**config.mk**
```make
export PLATFORM = sky130hd
export DESIGN_NAME = note_sequencer
export DESIGN_NICKNAME = d
export VERILOG_FILES = /design/src/rtl/iv_audio_pkg.sv /design/src/rtl/note_sequencer_seq_ram.sv /design/src/rtl/note_sequencer.sv
export SDC_FILE = /design/constraint.sdc
export NUM_CORES = 1
export LEC_CHECK = 0
export BUFFER_PORTS_ARGS = -buffer_cell sky130_fd_sc_hd__buf_2
export CAP_MARGIN = 10
export CORE_MARGIN = 2
export CORE_UTILIZATION = 31
export CTS_CLUSTER_DIAMETER = 100
export DETAILED_ROUTE_END_ITERATION = 6
export GPL_TIMING_DRIVEN = 0
export SLEW_MARGIN = 20
export SYNTH_ARGS = -nofsm -noshare
export SYNTH_HDL_FRONTEND = slang
export SYNTH_SLANG_ARGS = --single-unit
```
**constraint.sdc**
```tcl
create_clock -name clk -period 2.55 [get_ports clk]
set_clock_uncertainty 0.1 [all_clocks]
set_input_delay 0.51 -clock clk [delete_from_list [all_inputs] [get_ports clk]]
set_output_delay 0.51 -clock clk [all_outputs]
set_load 0.01 [all_outputs]
```
**src/rtl/iv_audio_pkg.sv**
```systemverilog
`default_nettype none
// ============================================================================
//  Module      : iv_audio_pkg
//  Description : Shared audio types for the melody sequencer and oscillator:
//                note index type, sequence table entry and sequencer states.
//  Revision    : 1.0 - initial release
// ============================================================================
package iv_audio_pkg;

    localparam int NOTE_W = 5;
    localparam int DUR_W  = 4;

    typedef logic [NOTE_W-1:0] note_t;

    // Note code 0 is silence
    localparam note_t NOTE_REST = '0;

    typedef struct packed {
        note_t            note;
        logic [DUR_W-1:0] dur;
    } seq_entry_t;

    typedef logic [2:0] seq_state_t;

    localparam seq_state_t c_st_idle  = 3'd0;
    localparam seq_state_t c_st_fetch = 3'd1;
    localparam seq_state_t c_st_play  = 3'd2;
    localparam seq_state_t c_st_gap   = 3'd3;
    localparam seq_state_t c_st_end   = 3'd4;

endpackage
`default_nettype wire

```
**src/rtl/note_sequencer_seq_ram.sv**
```systemverilog
`default_nettype none
// ============================================================================
//  Module      : seq_ram
//  Description : Melody table storage. Synchronous write, registered read,
//                read-before-write on a same-address collision. No reset.
//  Revision    : 1.0 - initial release
// ============================================================================
module seq_ram
    import iv_audio_pkg::*;
#(
    parameter int DEPTH = 16,
    parameter int AW    = $clog2(DEPTH)
) (
    input  logic          clk,
    input  logic          i_we,
    input  logic [AW-1:0] i_waddr,
    input  seq_entry_t    i_wdata,
    input  logic [AW-1:0] i_raddr,
    output seq_entry_t    o_rdata
);

    seq_entry_t r_mem [DEPTH];
    seq_entry_t r_rdata;

    // Table write and registered read; the read sees the pre-write contents
    always_ff @(posedge clk) begin
        if (i_we) begin
            r_mem[i_waddr] <= i_wdata;
        end
        r_rdata <= r_mem[i_raddr];
    end

    assign o_rdata = r_rdata;

endmodule
`default_nettype wire

```
**src/rtl/note_sequencer.sv**
```systemverilog
`default_nettype none
// ============================================================================
//  Module      : note_sequencer
//  Description : Melody sequencer feeding the oscillator. Walks a table of
//                {note, duration} entries at a fixed tempo, emitting a load
//                strobe with each new note, optional rest gaps, one-shot or
//                looped playback.
//  Revision    : 1.0 - initial release
// ============================================================================
module note_sequencer
    import iv_audio_pkg::*;
#(
    parameter int TICK_CYCLES = 50_000,
    parameter int SEQ_DEPTH   = 16,
    parameter int GAP_TICKS   = 1
) (
    input  logic                         clk,
    input  logic                         rst,
    input  logic                         start,
    input  logic                         stop,
    input  logic                         loop_en,
    input  logic                         prog_we,
    input  logic [$clog2(SEQ_DEPTH)-1:0] prog_addr,
    input  note_t                        prog_note,
    input  logic [DUR_W-1:0]             prog_dur,
    output logic                         load,
    output note_t                        note,
    output logic                         busy,
    output logic                         done
);

    localparam int c_aw = $clog2(SEQ_DEPTH);
    localparam int c_pw = $clog2(TICK_CYCLES);

    localparam logic [c_pw-1:0]  c_presc_last = c_pw'(TICK_CYCLES - 1);
    localparam logic [DUR_W-1:0] c_gap_last   = DUR_W'((GAP_TICKS > 0) ? GAP_TICKS - 1 : 0);
    localparam logic [c_aw-1:0]  c_addr_last  = c_aw'(SEQ_DEPTH - 1);
    localparam bit               c_has_gap    = (GAP_TICKS > 0);

    seq_state_t       r_state;
    logic [c_aw-1:0]  r_addr;
    logic [c_pw-1:0]  r_presc;
    logic [DUR_W-1:0] r_ticks;
    logic [DUR_W-1:0] r_dur_last;
    logic             r_load;
    note_t            r_note;
    logic             r_busy;
    logic             r_done;

    logic [c_aw-1:0]  w_addr_next;
    seq_entry_t       w_rd_entry;
    seq_entry_t       w_wr_entry;
    logic             w_ram_we;
    logic             w_abort;
    logic             w_tick_wrap;
    logic             w_play_last;
    logic             w_gap_last;
    logic             w_seg_done;
    logic             w_advance;

    assign w_ram_we    = prog_we && !r_busy;
    assign w_wr_entry  = '{note: prog_note, dur: prog_dur};

    assign w_abort     = stop && (r_state != c_st_idle);
    assign w_tick_wrap = (r_presc == c_presc_last);
    assign w_play_last = w_tick_wrap && (r_ticks == r_dur_last);
    assign w_gap_last  = w_tick_wrap && (r_ticks == c_gap_last);
    assign w_seg_done  = ((r_state == c_st_play) && w_play_last) ||
                         ((r_state == c_st_gap)  && w_gap_last);
    // Leaving the current entry: end of the note when there is no gap,
    // otherwise end of the rest gap that follows it
    assign w_advance   = !w_abort &&
                         (((r_state == c_st_play) && w_play_last && !c_has_gap) ||
                          ((r_state == c_st_gap)  && w_gap_last));

    // The RAM is addressed with the next address so the entry is ready in FETCH
    always_comb begin
        w_addr_next = r_addr;
        if (!w_abort) begin
            case (r_state)
                c_st_idle: if (start && !stop) w_addr_next = '0;
                c_st_end:  if (loop_en)        w_addr_next = '0;
                default:   if (w_advance)      w_addr_next = r_addr + c_aw'(1);
            endcase
        end
    end

    seq_ram #(
        .DEPTH (SEQ_DEPTH),
        .AW    (c_aw)
    ) u_seq_ram (
        .clk     (clk),
        .i_we    (w_ram_we),
        .i_waddr (prog_addr),
        .i_wdata (w_wr_entry),
        .i_raddr (w_addr_next),
        .o_rdata (w_rd_entry)
    );

    // Tempo prescaler and tick counter, running only while a note or gap sounds
    always_ff @(posedge clk) begin
        if (rst) begin
            r_presc <= '0;
            r_ticks <= '0;
        end else if (((r_state == c_st_play) || (r_state == c_st_gap)) &&
                     !w_abort && !w_seg_done) begin
            if (w_tick_wrap) begin
                r_presc <= '0;
                r_ticks <= r_ticks + DUR_W'(1);
            end else begin
                r_presc <= r_presc + c_pw'(1);
            end
        end else begin
            r_presc <= '0;
            r_ticks <= '0;
        end
    end

    // Playback state machine and registered oscillator-side outputs
    always_ff @(posedge clk) begin
        if (rst) begin
            r_state    <= c_st_idle;
            r_addr     <= '0;
            r_dur_last <= '0;
            r_load     <= 1'b0;
            r_note     <= NOTE_REST;
            r_busy     <= 1'b0;
            r_done     <= 1'b0;
        end else begin
            r_addr <= w_addr_next;
            r_load <= 1'b0;
            r_done <= 1'b0;
            if (w_abort) begin
                r_load  <= 1'b1;
                r_note  <= NOTE_REST;
                r_busy  <= 1'b0;
                r_state <= c_st_idle;
            end else begin
                case (r_state)
                    c_st_idle: begin
                        if (start && !stop) begin
                            r_busy  <= 1'b1;
                            r_state <= c_st_fetch;
                        end
                    end
                    c_st_fetch: begin
                        if (w_rd_entry.dur != '0) begin
                            r_load     <= 1'b1;
                            r_note     <= w_rd_entry.note;
                            r_dur_last <= w_rd_entry.dur - DUR_W'(1);
                            r_state    <= c_st_play;
                        end else begin
                            r_state <= c_st_end;
                        end
                    end
                    c_st_play: begin
                        if (w_play_last) begin
                            if (c_has_gap) begin
                                r_load  <= 1'b1;
                                r_note  <= NOTE_REST;
                                r_state <= c_st_gap;
                            end else if (r_addr == c_addr_last) begin
                                r_state <= c_st_end;
                            end else begin
                                r_state <= c_st_fetch;
                            end
                        end
                    end
                    c_st_gap: begin
                        if (w_gap_last) begin
                            r_state <= (r_addr == c_addr_last) ? c_st_end : c_st_fetch;
                        end
                    end
                    c_st_end: begin
                        if (loop_en) begin
                            r_state <= c_st_fetch;
                        end else begin
                            r_load  <= 1'b1;
                            r_note  <= NOTE_REST;
                            r_done  <= 1'b1;
                            r_busy  <= 1'b0;
                            r_state <= c_st_idle;
                        end
                    end
                    default: begin
                        r_busy  <= 1'b0;
                        r_state <= c_st_idle;
                    end
                endcase
            end
        end
    end

    assign load = r_load;
    assign note = r_note;
    assign busy = r_busy;
    assign done = r_done;

endmodule
`default_nettype wire

```
# After elaboration in Yosys (flattened, before gate mapping)
# Memory sizes are Yosys's and may differ from the RTL's. A register that Yosys moved wholly into a read port is not among the register bits.
# Index checks and enable logic that the tools add are counted.
# classes
mul	0
magnitude_cmp	0
add_sub_neg	4
bitwise	4
n_eq_ne	12
div_mod_pow	0
mux	26
shift	0
reduce_logical	30
# ops
cell	n
adder 16 x 1 -> 16 bit (second input constant)	1
== test 16 bit (second input constant)	1
two-way mux 4 bit	4
two-way mux 3 bit	5
two-way mux 5 bit	3
one-hot mux 3 bit (5 select lines)	1
one-hot mux 5 bit (3 select lines)	1
logical AND 1 bit	10
inequality test 2 bit (second input constant)	5
two-way mux 1 bit	9
AND reduction 3 bit	3
OR reduction 3 bit	3
adder 4 x 1 -> 4 bit (second input constant)	2
one-hot mux 4 bit (2 select lines)	1
== test 3 x 2 -> 1 bit (second input constant)	2
one-hot mux 1 bit (3 select lines)	2
nonzero test 3 bit	2
== test 4 bit	1
== test 4 bit (second input constant)	1
logical NOT 1 bit	4
logical NOT 4 bit	1
NOT 1 bit	4
AND reduction 4 bit	1
nonzero test 4 bit	1
6 further kinds	8
# totals
n_memories	1
wordCells	86
ff_bits	39
ramBits	144
latchBits	0
rom_bits	0
# mem_list
name	words	width	rd	rd_clocked_by_memory_dff	wr	line	text
u_seq_ram.r_mem	16	9	1	1	1	note_sequencer_seq_ram.sv:22	seq_entry_t r_mem [DEPTH];

# Logic depth before layout (Yosys ltp)
# depth
ltp_word	8
depth_mapped	13

# Modules after synthesis
# Synthesis repeated with hierarchy kept, for this count alone.
# unflattened
hier_cells	489
area_unflattened_um2	7803.7
# by_module_without_submodules
module	seq_area_each_um2	cells_per_inst	instances	area_each_um2
seq_ram	4504.3	254	1	5780.5
note_sequencer	780.7	235	1	2023.2

# Worst setup path after synthesis
# No wires, ideal clock.
# synth_timing
path_type	flip-flop to flip-flop
start	register r_presc[0]
end	register, netlist name u_seq_ram.o_rdata[2]
setup_ns	0.121
required_ns	2.329
slack_ns	-0.088
synth_period_minus_slack_ns	2.638
stages_incl_launch_ff	9
path_buffers	1
t_arrival_ns	2.417
path_cell_list	dfxtp_1 -> ha_1 -> and3_1 -> and4_4 -> buf_4 -> nand2_1 -> nor3_1 -> mux2i_2 -> mux2_2
# synth_between
elab_chain_cells	7
# synth_lines
element	line	text
from (decl)	note_sequencer.sv:42	logic [c_pw-1:0] r_presc;
from (signal assigned)	note_sequencer.sv:111	r_presc <= r_presc + c_pw'(1);
== test 16 bit	note_sequencer.sv:65	assign w_tick_wrap = (r_presc == c_presc_last);
logical AND 1 bit	note_sequencer.sv:67	assign w_gap_last = w_tick_wrap && (r_ticks == c_gap_last);
logical AND 1 bit	note_sequencer.sv:74	((r_state == c_st_gap) && w_gap_last));
logical AND 1 bit	note_sequencer.sv:72	assign w_advance = !w_abort &&
two-way mux 4 bit	note_sequencer.sv:83	default: if (w_advance) w_addr_next = r_addr + c_aw'(1);
one-hot mux 4 bit (2 select lines)	note_sequencer.sv:80	case (r_state)
two-way mux 4 bit	note_sequencer.sv:79	if (!w_abort) begin
# Every way passes these cells.
# A chain may end at the register's enable or synchronous reset.

# Worst setup path in the final report
# layout_timing
start	register r_ticks[1]
end	register, netlist name u_seq_ram.o_rdata[8]
# layout_between
elab_chain_cells	7
# layout_lines
element	line	text
from (decl)	note_sequencer.sv:43	logic [DUR_W-1:0] r_ticks;
from (signal assigned)	note_sequencer.sv:109	r_ticks <= r_ticks + DUR_W'(1);
logical NOT 4 bit	note_sequencer.sv:67	
logical AND 1 bit	note_sequencer.sv:67	
logical AND 1 bit	note_sequencer.sv:74	
logical AND 1 bit	note_sequencer.sv:72	
two-way mux 4 bit	note_sequencer.sv:83	
one-hot mux 4 bit (2 select lines)	note_sequencer.sv:80	
two-way mux 4 bit	note_sequencer.sv:79	
# Every way passes these cells.

==> implementation parameters <==
Parameter                              Value

Run status
  Result of the run    finished, violations left
  Violations in the final reports    negative setup slack

Cells and area
  Final instance count without filler cells    1,119
  Total Nets Final    789
  Fraction of final layout cells with drive strength greater than 1    31.0%
  # diodes    0
  Combined flip-flop and latch cell area    5310 µm²
  Post-route standard cell area excluding fillers    11,000 µm²
  # fillers    2,480
  Area growth from synthesis to layout    29.8%
  Multi-input combinational cell area    3520 µm²
  Utilization of the core after routing    40.8%

STA
  Crit path setup slack, layout    -177 ps
  Setup repair after global routing missed its margin    true
  Total Neg Setup Slack    -1130 ps
  Final-report setup violation count    9
  Slew at the pin closest to its max-slew limit    1120 ps
  Worst slew margin relative to its limit    24.8%
  Final-report max-slew violation count    0
  Hold WS    326 ps
  Max Clock Freq    367 MHz
  Count of endpoints failing hold in the final timing report    0
  Share of the clock period used by the worst path after layout    107%
  Min Tclk post-route    2730 ps

Power
  Pwr dens    587 nW/µm²
  Total power consumption of the routed design    6.44 mW
  Lkg Pwr    3.71 nW
  Largest vdd supply drop    0.463 mV

Synth
  Predominant post-synthesis flop cell    edfxtp_1
  Syn Area/Cell    12.5 µm²
  Number of storage elements in the synthesis netlist    192
  Sequential fraction of the synthesis area    62.6%
  Cell area after synthesis    8440 µm²
  Post-Syn Nets    699
  Post-synth EDFFs    144
  Gate count after technology mapping    675
  Proportion of register bits with asynchronous set or reset after synthesis    0%
  YS warnings    0
  Number of distinct library cells after synthesis    61

Detailed routing
  Total via count after detailed routing    6,074
  Final wirelength    23.5 mm
  Detail-routed via count per cell    5.43
  Initial detailed-routing violation count    482
  ANT nets after route    0
  Pre-Repair DR Iteration Count    4
  Detail-routed net length per standard cell    21.0 µm
  Residual DRC    0

Clock tree
  Clock tree from TritonCTS    yes
  Num CTS Buffers    17
  Master cell of the clock root buffer    clkbuf_16
  Total of hold buffers inserted after clock tree synthesis    0
  Clock net sink count    192
  Clock transition time at the flip-flop clock pins of the worst setup and hold paths    80 ps
  Clock latency on the worst-skew pair    440 ps
  Total number of H-tree levels    4
  Maximum count of clock buffers along a single path    2

Setup path
  Critical path peak fanout    6
  Critical path origin    r_ticks[1]
  Startpoint of the lowest-slack register-to-register path    r_ticks[1]
  Critical path class    flip-flop to flip-flop
  Biggest cell delay along the critical path    360 ps
  Crit end category    flip-flop
  Slowest cell on crit path    dfxtp_4
  Most Frequent Cell on Critical Path    buf_6
  Critical Path AT    2950 ps
  Launching element type of the critical path    flip-flop
  Cell chain of the critical path    inv_4 -> ha_4 -> nor3b_4 -> buf_6 -> nand3_4 -> o211ai_4 -> buf_6 -> nand2_4 -> buf_8 -> buf_12 -> a211oi_4 -> nor4_4 -> mux2_2
  Required time of the worst setup path    2770 ps

Placed design
  Worst slack, placed    -757 ps
  Gpl congestion    0.810
  Final HPWL from detailed placement    14.3 mm
  IO buf count    25
  Placed cell area    9060 µm²
  Number of cells in the design after placement    1,045

Floorplanning
  DIE HEIGHT    169 µm
  Die Span X    169 µm
  Initial Utilization    31.4%
  Core region area    26,900 µm²
  Number of rows in the core area    60
  Die outline area    28,600 µm²
  Number of top-level design ports    27

Flow run
  Count of maximum capacitance violations    0

GRT
  First-pass GRT wire length    35.7 mm
  Pin count of the biggest net entering global routing    23
  Total routing resource utilization after global routing    16.5%
  Number of global-route vias before repair    5,933
  Number of antenna violations at the first check in global routing    0
  Total gr overflow    0

Worst hold path
  Hold wc startpoint    r_presc[0]
  Path category of the worst min-delay check    flip-flop to flip-flop
-- layout make-up --
type	count	area share (%)
tap	341	3.89
clock buffer	17	3.88
buffer	43	3.63
timing repair buffer	74	6.02
multi-input combinational	430	32.1
clock inverter	15	1.76
sequential	192	48.4
inverter	7	0.285
-- repair_timing --
| item | in CTS | in global routing |
|---|---|---|
| cloned | 4 | 0 |
| setup endpoints to repair | 21 | 24 |
| setup buffers | 28 | 13 |
| resized for setup | 153 | 62 |
| pin swaps | 34 | 27 |
-- routing by layer --
metal  vias to the layer above  part of all wire, %  routed length [µm]  global-route usage, %
li1                       2791                    -                   -                      -
met1                      3045                   45               10500                   23.3
met2                       218                   48               11200                   25.8
met3                        20                  6.5                1520                   3.58
met4                         0                  1.3                 294                   4.57
met5                         -                    0                   0                      0
-- cell usage in the layout (no fill, tap or decap), types with 5 or more instances in the layout --
master	n
edfxtp_1	144
and3_1	59
nor2_1	50
dfxtp_1	38
buf_4	37
nand3_1	31
buf_2	26
a211o_1	23
nand4_1	22
a21boi_0	20
o211ai_1	19
clkbuf_16	17
nand2_1	16
xnor2_1	15
buf_6	14
a21oi_1	13
a211oi_1	12
a211oi_2	11
buf_12	10
nor4_4	9
a211oi_4	9
xor2_1	9
buf_8	7
nor4_1	7
clkbuf_1	6
clkbuf_2	6
nand2b_1	6
a21boi_1	6
dfxtp_2	6
inv_1	5
and3_4	5
nor2b_1	5
clkbuf_4	5
clkbuf_8	5
inv_8	5
-- critical path, delay by kind of cell (launching register included) --
kind | cells | cell delay [ps]
buf+inv | 5 | 680
simple gates | 4 | 530
fa+ha+maj | 1 | 120
compound gates | 2 | 530
mux | 1 | 280
flops | 1 | 360
-- cells by family (layout without fill, tap and decap cells) --
group,Yosys count,after routing,share of synthesized area (%)
buffers and inverters,53,156,3.02
XOR/XNOR,24,24,2.49
flip-flops,192,192,62.6
multiplexers,13,13,1.71
adder cells (fa/ha/maj),5,5,0.741
AND/OR/NAND/NOR,249,249,16.6
AO/OA/AOI/OAI,139,139,12.8
-- power breakdown --
| part | total (mW) | internal, mW | switching [mW] |
|---|---|---|---|
| Clock | 2.76 | 1.36 | 1.40 |
| Combinational | 0.262 | 0.0836 | 0.179 |
| Sequential | 3.41 | 3.39 | 0.0220 |
-- registers in the layout, summed over array words and instances (netlist names) --
signal	flops
r_addr	4
u_seq_ram.o_rdata	9
r_presc	16
busy	1
done	1
note	5
u_seq_ram.r_mem	144
r_dur_last	4
r_state	3
load	1
r_ticks	4
-- Yosys cell counts, drive strengths merged (6+ instances only) --
| cell | n | area, µm² |
|---|---|---|
| a21oi | 15 | 75.1 |
| nand2 | 18 | 67.6 |
| and3 | 64 | 400 |
| xor2 | 9 | 78.8 |
| o21ai | 6 | 33.8 |
| o211ai | 20 | 155 |
| dfxtp | 48 | 961 |
| nand3 | 34 | 175 |
| inv | 7 | 26.3 |
| a211o | 24 | 210 |
| clkbuf | 22 | 82.6 |
| nand2b | 6 | 37.5 |
| edfxtp | 144 | 4320 |
| xnor2 | 15 | 131 |
| nor3 | 8 | 40.0 |
| a21boi | 28 | 210 |
| nor2 | 53 | 199 |
| a211oi | 32 | 258 |
| nand4 | 23 | 150 |
| mux2i | 8 | 87.6 |
| nor4 | 20 | 125 |
| buf | 24 | 146 |
-- final timing paths --
path | end | slack (ps) | depth (start not counted)
worst max-delay path | u_seq_ram.o_rdata[8] | -180 | 13
worst min-delay path | r_presc[0] | 330 | 1
worst max register to register | u_seq_ram.o_rdata[8] | -180 | 13
worst min register to register | r_presc[0] | 330 | 1
Power figures use the tool's default switching activity.
